File: src/rtl/seg_display_monitor.sv
// seg_display_monitor
// Passive observer for the microwave display interface. Decodes the three
// seven-segment digit buses back to BCD and total seconds, tracks the
// cooking phases from mag_on, and checks that the countdown steps down by
// exactly one second roughly every TICK_CYCLES clocks.
// Build option: define ERR_CNT_EN to build the saturating err_count event
// counter. Without it, err_count is tied to zero.
`timescale 1ns/1ps
module seg_display_monitor #(
    parameter int TICK_CYCLES = 100,
    parameter int TICK_TOL    = 2,
    parameter int CNT_W       = 8
) (
    input  logic       clock,
    input  logic       reset,
    input  logic [6:0] smin,
    input  logic [6:0] ssec_tens,
    input  logic [6:0] ssec_ones,
    input  logic       mag_on,
    output logic [3:0] min_bcd,
    output logic [3:0] sec_tens_bcd,
    output logic [3:0] sec_ones_bcd,
    output logic [9:0] total_sec,
    output logic       digits_valid,
    output logic       tick,
    output logic       done,
    output logic       seg_err,
    output logic       step_err,
    output logic       rate_err,
    output logic [7:0] err_count
);

    localparam logic [CNT_W-1:0] TICK_LO = CNT_W'(TICK_CYCLES - TICK_TOL);
    localparam logic [CNT_W-1:0] TICK_HI = CNT_W'(TICK_CYCLES + TICK_TOL);

    typedef enum logic [1:0] {
        ST_IDLE,
        ST_COOK,
        ST_PAUSE,
        ST_DONE
    } state_t;

    // Segment order is {a,b,c,d,e,f,g}; result is {legal, bcd}.
    function automatic logic [4:0] seg_decode(input logic [6:0] seg);
        case (seg)
            7'h7E:   seg_decode = {1'b1, 4'd0};
            7'h30:   seg_decode = {1'b1, 4'd1};
            7'h6D:   seg_decode = {1'b1, 4'd2};
            7'h79:   seg_decode = {1'b1, 4'd3};
            7'h33:   seg_decode = {1'b1, 4'd4};
            7'h5B:   seg_decode = {1'b1, 4'd5};
            7'h5F:   seg_decode = {1'b1, 4'd6};
            7'h70:   seg_decode = {1'b1, 4'd7};
            7'h7F:   seg_decode = {1'b1, 4'd8};
            7'h7B:   seg_decode = {1'b1, 4'd9};
            default: seg_decode = 5'd0;
        endcase
    endfunction

    // Stage 1 registers
    logic [6:0] r_smin;
    logic [6:0] r_stens;
    logic [6:0] r_sones;
    logic       r_mag;
    logic       r_s1_vld;

    // Stage 2 / output registers; r_total doubles as prev_total
    logic [3:0] r_min;
    logic [3:0] r_tens;
    logic [3:0] r_ones;
    logic [9:0] r_total;
    logic       r_dvalid;
    logic       r_tick;
    logic       r_done;
    logic       r_seg_err;
    logic       r_step_err;
    logic       r_rate_err;

    // Phase tracking
    state_t           r_state;
    state_t           w_state_nxt;
    logic [CNT_W-1:0] r_cnt;
    logic             r_first;
    logic             r_sat_seen;

    // Decode of the stage-1 digits
    logic [4:0]       w_min_dec;
    logic [4:0]       w_tens_dec;
    logic [4:0]       w_ones_dec;
    logic             w_valid;
    logic             w_seg_bad;
    logic [9:0]       w_total;
    logic             w_changed;
    logic             w_is_dec;
    logic             w_eff_zero;
    logic [CNT_W-1:0] w_interval;

    // FSM decisions
    logic w_tick;
    logic w_done;
    logic w_step_bad;
    logic w_rate_bad;
    logic w_enter_cook;
    logic w_sat_hit;

    // Capture raw inputs; r_s1_vld keeps the reset-zero stage from being
    // mistaken for an illegal segment pattern.
    always_ff @(posedge clock) begin
        // NOTE: sequential state uses non-blocking assignments so every
        // register samples pre-edge values regardless of statement order.
        if (reset) begin
            r_smin   <= '0;
            r_stens  <= '0;
            r_sones  <= '0;
            r_mag    <= 1'b0;
            r_s1_vld <= 1'b0;
        end else begin
            r_smin   <= smin;
            r_stens  <= ssec_tens;
            r_sones  <= ssec_ones;
            r_mag    <= mag_on;
            r_s1_vld <= 1'b1;
        end
    end

    assign w_min_dec  = seg_decode(r_smin);
    assign w_tens_dec = seg_decode(r_stens);
    assign w_ones_dec = seg_decode(r_sones);

    assign w_valid   = r_s1_vld && w_min_dec[4] && w_ones_dec[4]
                       && w_tens_dec[4] && (w_tens_dec[3:0] <= 4'd5);
    assign w_seg_bad = r_s1_vld && !w_valid;

    assign w_total = ({6'd0, w_min_dec[3:0]}  * 10'd60)
                   + ({6'd0, w_tens_dec[3:0]} * 10'd10)
                   +  {6'd0, w_ones_dec[3:0]};

    // prev_total - 1 wraps to 1023 at zero, which no legal display reaches.
    assign w_changed  = w_valid && (w_total != r_total);
    assign w_is_dec   = w_valid && (w_total == r_total - 10'd1);
    assign w_eff_zero = w_valid ? (w_total == 10'd0) : (r_total == 10'd0);
    assign w_interval = (&r_cnt) ? r_cnt : r_cnt + CNT_W'(1);

    // Next-state and per-cycle event decisions for the cooking phases
    always_comb begin
        // NOTE: every output of this block gets a default first, so no
        // path leaves a signal unassigned and no latch is inferred.
        w_state_nxt  = r_state;
        w_tick       = 1'b0;
        w_done       = 1'b0;
        w_step_bad   = 1'b0;
        w_rate_bad   = 1'b0;
        w_enter_cook = 1'b0;
        w_sat_hit    = 1'b0;
        case (r_state)
            ST_IDLE: begin
                if (r_mag) begin
                    w_state_nxt  = ST_COOK;
                    w_enter_cook = 1'b1;
                end
            end
            ST_COOK: begin
                if (w_is_dec) begin
                    w_tick = 1'b1;
                    if (!r_first && ((w_interval < TICK_LO) || (w_interval > TICK_HI)))
                        w_rate_bad = 1'b1;
                end else if (w_changed) begin
                    w_step_bad = 1'b1;
                end
                if (!w_is_dec && !r_sat_seen && (&w_interval)) begin
                    w_sat_hit  = 1'b1;
                    w_rate_bad = 1'b1;
                end
                // A tick in this same cycle has already moved the effective
                // total, so the mag_on fall sees the decremented value.
                if (!r_mag) begin
                    if (w_eff_zero) begin
                        w_state_nxt = ST_DONE;
                        w_done      = 1'b1;
                    end else begin
                        w_state_nxt = ST_PAUSE;
                    end
                end
            end
            ST_PAUSE: begin
                if (w_changed && (w_total != 10'd0))
                    w_step_bad = 1'b1;
                if (r_mag) begin
                    w_state_nxt  = ST_COOK;
                    w_enter_cook = 1'b1;
                end else if (w_changed && (w_total == 10'd0)) begin
                    w_state_nxt = ST_IDLE;
                end
            end
            ST_DONE: begin
                w_state_nxt = ST_IDLE;
            end
            default: begin
                w_state_nxt = ST_IDLE;
            end
        endcase
    end

    // State, interval counter and first-interval / saturation bookkeeping
    always_ff @(posedge clock) begin
        if (reset) begin
            r_state    <= ST_IDLE;
            r_cnt      <= '0;
            r_first    <= 1'b0;
            r_sat_seen <= 1'b0;
        end else begin
            r_state <= w_state_nxt;
            if (w_enter_cook) begin
                r_cnt      <= '0;
                r_first    <= 1'b1;
                r_sat_seen <= 1'b0;
            end else if (r_state == ST_COOK) begin
                if (w_tick) begin
                    r_cnt   <= '0;
                    r_first <= 1'b0;
                end else begin
                    r_cnt <= w_interval;
                end
                if (w_sat_hit)
                    r_sat_seen <= 1'b1;
            end
        end
    end

    // Decoded outputs (held on illegal patterns), pulses and sticky flags
    always_ff @(posedge clock) begin
        if (reset) begin
            r_min      <= '0;
            r_tens     <= '0;
            r_ones     <= '0;
            r_total    <= '0;
            r_dvalid   <= 1'b0;
            r_tick     <= 1'b0;
            r_done     <= 1'b0;
            r_seg_err  <= 1'b0;
            r_step_err <= 1'b0;
            r_rate_err <= 1'b0;
        end else begin
            r_dvalid <= w_valid;
            if (w_valid) begin
                r_min   <= w_min_dec[3:0];
                r_tens  <= w_tens_dec[3:0];
                r_ones  <= w_ones_dec[3:0];
                r_total <= w_total;
            end
            r_tick <= w_tick;
            r_done <= w_done;
            if (w_seg_bad)  r_seg_err  <= 1'b1;
            if (w_step_bad) r_step_err <= 1'b1;
            if (w_rate_bad) r_rate_err <= 1'b1;
        end
    end

`ifdef ERR_CNT_EN
    logic       w_any_err;
    logic [7:0] r_err_cnt;

    assign w_any_err = w_seg_bad || w_step_bad || w_rate_bad;

    // One increment per cycle with any error event, saturating at 255
    always_ff @(posedge clock) begin
        if (reset)
            r_err_cnt <= '0;
        else if (w_any_err && (r_err_cnt != 8'hFF))
            r_err_cnt <= r_err_cnt + 8'd1;
    end

    assign err_count = r_err_cnt;
`else
    assign err_count = 8'd0;
`endif

    assign min_bcd      = r_min;
    assign sec_tens_bcd = r_tens;
    assign sec_ones_bcd = r_ones;
    assign total_sec    = r_total;
    assign digits_valid = r_dvalid;
    assign tick         = r_tick;
    assign done         = r_done;
    assign seg_err      = r_seg_err;
    assign step_err     = r_step_err;
    assign rate_err     = r_rate_err;

endmodule

File: config.mk
export PLATFORM = sky130hd
export DESIGN_NAME = seg_display_monitor
export DESIGN_NICKNAME = d
export VERILOG_FILES = /design/src/rtl/seg_display_monitor.sv
export SDC_FILE = /design/constraint.sdc
export NUM_CORES = 1
export LEC_CHECK = 0
export ABC_CLOCK_PERIOD_IN_PS = 16100
export CAP_MARGIN = 30
export CORE_AREA = 5 5 112 114
export DETAILED_ROUTE_END_ITERATION = 6
export DIE_AREA = 0 0 117 119
export GPL_ROUTABILITY_DRIVEN = 0
export MAX_ROUTING_LAYER = met4
export PLACE_DENSITY = 0.62
export SYNTH_ARGS = -nofsm -noshare
export SYNTH_HDL_FRONTEND = slang
export SYNTH_SLANG_ARGS = --single-unit
File: constraint.sdc
create_clock -name clock -period 16.1 [get_ports clock]
set_input_delay 4.83 -clock clock [delete_from_list [all_inputs] [get_ports clock]]
set_output_delay 4.83 -clock clock [all_outputs]
set_load 0.005 [all_outputs]
==> metrics <==
outcome complete, no violations; critical path peak fanout 8; slowest stage delay, CP 0.56 ns; via-per-instance ratio 5.35; post-synthesis sequential area ratio 28.1%; global-route wire length before repair 17700 µm; hpwl dp 8020 µm; final setup violation count 0; CP Capture Type flop; worst hold slack 0.463 ns; PostCTS Resize Cnt 0; P_leak 2.28 nW; CP cell instances nor2_1 -> nand2_1 -> nor3_1 -> a32oi_1 -> nor2b_1 -> inv_1 -> fa_1 -> inv_1 -> fa_1 -> ha_1 -> a21o_1 -> a21oi_1 -> xnor2_1 -> ha_1 -> ha_1 -> nor2b_1 -> a221oi_1 -> nand4_1 -> and3_4 -> nor4b_4 -> nand4b_4 -> a221oi_2 -> a211oi_1; number of port buffers 51; Post-synth EDFFs 0; asr flop ratio synth 0%; Worst Hold Class flop to flop; setup TNS 0 ns; vias in the first global route 3649; nets@finish 629; Slew @ Worst Pin 0.977 ns; largest net degree at the start of global routing 53; most used cell, CP ha_1; CTS Root Cell clkbuf_16; share of layout cells above drive strength 1 5.62%; initial antenna violation count 0; GRT Residual Overflow 0; setup repair bufs after CTS 0; top_reg_cell synth dfxtp_1; Tot GR Track Use 16.3%; # hold bufs at CTS 0; Core Area 11300 µm²; min cycle time layout 6.44 ns; cell taking the most area after synthesis dfxtp_1; fin crit share 40.0%; DRC 0; post-synth cell types 74; Syn Area/Cell 8.37 µm²; CP bufs+invs 2; die width 117 µm; Final Max Tran Viols 0; Die ar. 13900 µm²; max-cap violations 0; Worst VDD drop 0.0748 mV; Initial Utilization 39.0%; Syn-to-layout area delta 20.0%; DRT Wirelength 10500 µm; clk buf depth 2; Gate Count Post-Synth 528; Synth area leaders dfxtp_1 28%, ha_1 9.1%, nor2b_1 4.4%; crit path launch type flop; Synth Warn # 0; clock slew at reported path FFs 0.05 ns; final core utilization 46.8%; Rows 39; Final Hold Viols 0; DR vias 3806; pwr dens 84.6 nW/µm²; Setup Skew 0.00661 ns; Fill cells 1105; worst setup path class flop to flop; TritonCTS clock tree built; wire length per cell 14.8 µm; total clock sinks 62; TritonCTS Buffers 9; Worst-Skew Late Latency 0.33 ns; mapped cell area 4420 µm²; fmax 0.155 GHz; worst path arrival time 6.61 ns; H-tree levels 3; ANT nets after route 0; Seq cells post-synth 62; cell family with most CP delay simple AND/OR/NAND/NOR gates; RSZ-0062 raised after global routing no; relative slew slack 34.7%; I/O pins 60; Critical-path top delay cell fa_1; Synth top area share 28.1%; DRT iter0 DRCs 252; die height 119 µm; Critical Path RT 16.27 ns; # diodes 0; Initial DRT Pass Iterations 5
## cell usage in the layout (no fill, tap or decap), types with 3 or more instances in the layout
cell type	instances
a211oi_1	11
a21oi_1	37
a31oi_1	5
and2_1	3
and3_1	14
clkbuf_16	9
clkbuf_8	3
clkdlybuf4s50_1	50
conb_1	8
dfxtp_1	62
fa_1	9
ha_1	32
inv_1	34
nand2_1	49
nand2b_1	7
nand3_1	22
nand3b_1	7
nand4_1	9
nand4b_1	3
nor2_1	31
nor2b_1	31
nor3_1	8
nor3b_1	8
nor4_1	5
nor4b_1	3
o21ai_0	12
or4_1	4
xnor2_1	15
xor2_1	11
## registers in the layout, summed over array words and instances (netlist names), 2 cells and up
signal        flops
r_cnt             8
r_stens           7
sec_tens_bcd      4
total_sec         9
r_smin            7
min_bcd           4
sec_ones_bcd      4
r_sones           7
r_state           2
## final timing paths
| kind | startpoint | to | slack (ns) | depth (start not counted) |
|---|---|---|---|---|
| setup / recovery | r_smin[2] | step_err | 9.66 | 23 |
| hold / removal | min_bcd[0] | min_bcd[0] | 0.46 | 2 |
| setup reg to reg | r_smin[2] | step_err | 9.66 | 23 |
| hold reg to reg | min_bcd[0] | min_bcd[0] | 0.46 | 2 |
## kinds of logic after synthesis
| kind of cell | synth area share, % |
|---|---|
| xor gates and xnor gates | 6.71 |
| buffers and inverters | 6.60 |
| DFF | 28.1 |
| other | 0.0849 |
| AOI/OAI and AO/OA | 16.4 |
| and+or+nand+nor | 28.2 |
| muxes | 0.708 |
| adders and majority gates | 13.1 |
## final cells by class
class	instances	area [µm²]	area share (%)
sequential	62	1240	23.4
multi-input combinational	406	2910	54.9
clock buffer	13	270	5.10
timing repair buffer	51	505	9.54
tap	143	179	3.38
inverter	34	128	2.41
clock inverter	3	65.1	1.23
## worst reg2reg max path, delay by kind of cell, from the launching register on
family	cells	cell delay [ns]
simple gates	9	2.26
fa+ha+maj	5	2.00
compound gates	6	1.25
flops	1	0.36
buf+inv	2	0.25
xor+xnor	1	0.15
## per-stage QoR
stage | total power, mW | setup WS (ns) | cell area [µm²] | instances
floorplan | 0.221 | 10.21 | 4440 | 535
global placement | 0.236 | 9.80 | 4960 | 696
detailed placement | 0.238 | 9.66 | 4960 | 696
CTS | 0.454 | 9.64 | 5300 | 712
global route | 0.471 | 8.97 | 5300 | 712
finish | 0.448 | 9.66 | 5300 | 712
## Yosys cell counts, types with 3 or more instances
cell      instances
inv_1            34
a211oi_1         11
buf_2             5
a21oi_1          37
or4_1             4
o21ai_0          12
a31oi_1           5
nand2_1          49
and3_1           14
fa_1              9
and2_1            3
nor4_1            5
nand3_1          22
clkbuf_1         18
nor3_1            8
buf_4             9
nor3b_1           8
dfxtp_1          62
nand2b_1          7
xor2_1           11
ha_1             32
nor2b_1          31
nand4b_1          3
nand3b_1          7
nand4_1           9
xnor2_1          15
nor4b_1           3
nor2_1           31
## metal layers
metal  GRT usage (%)  vias to the layer above  part of all wire (%)
met3            4.82                       17                   6.1
met2            24.9                      102                    47
met5               -                        -                     0
met1            20.8                     1750                    45
met4            4.73                        0                   1.9
li1                -                     1937                     -
## power by group
group	leakage (nW)	internal, mW	switching, mW	total, mW
registers	0.507	0.161	0.00781	0.169
clock network	0.166	0.148	0.0654	0.213
logic	1.60	0.0313	0.0348	0.0662
(Power assumes the default switching activity.)
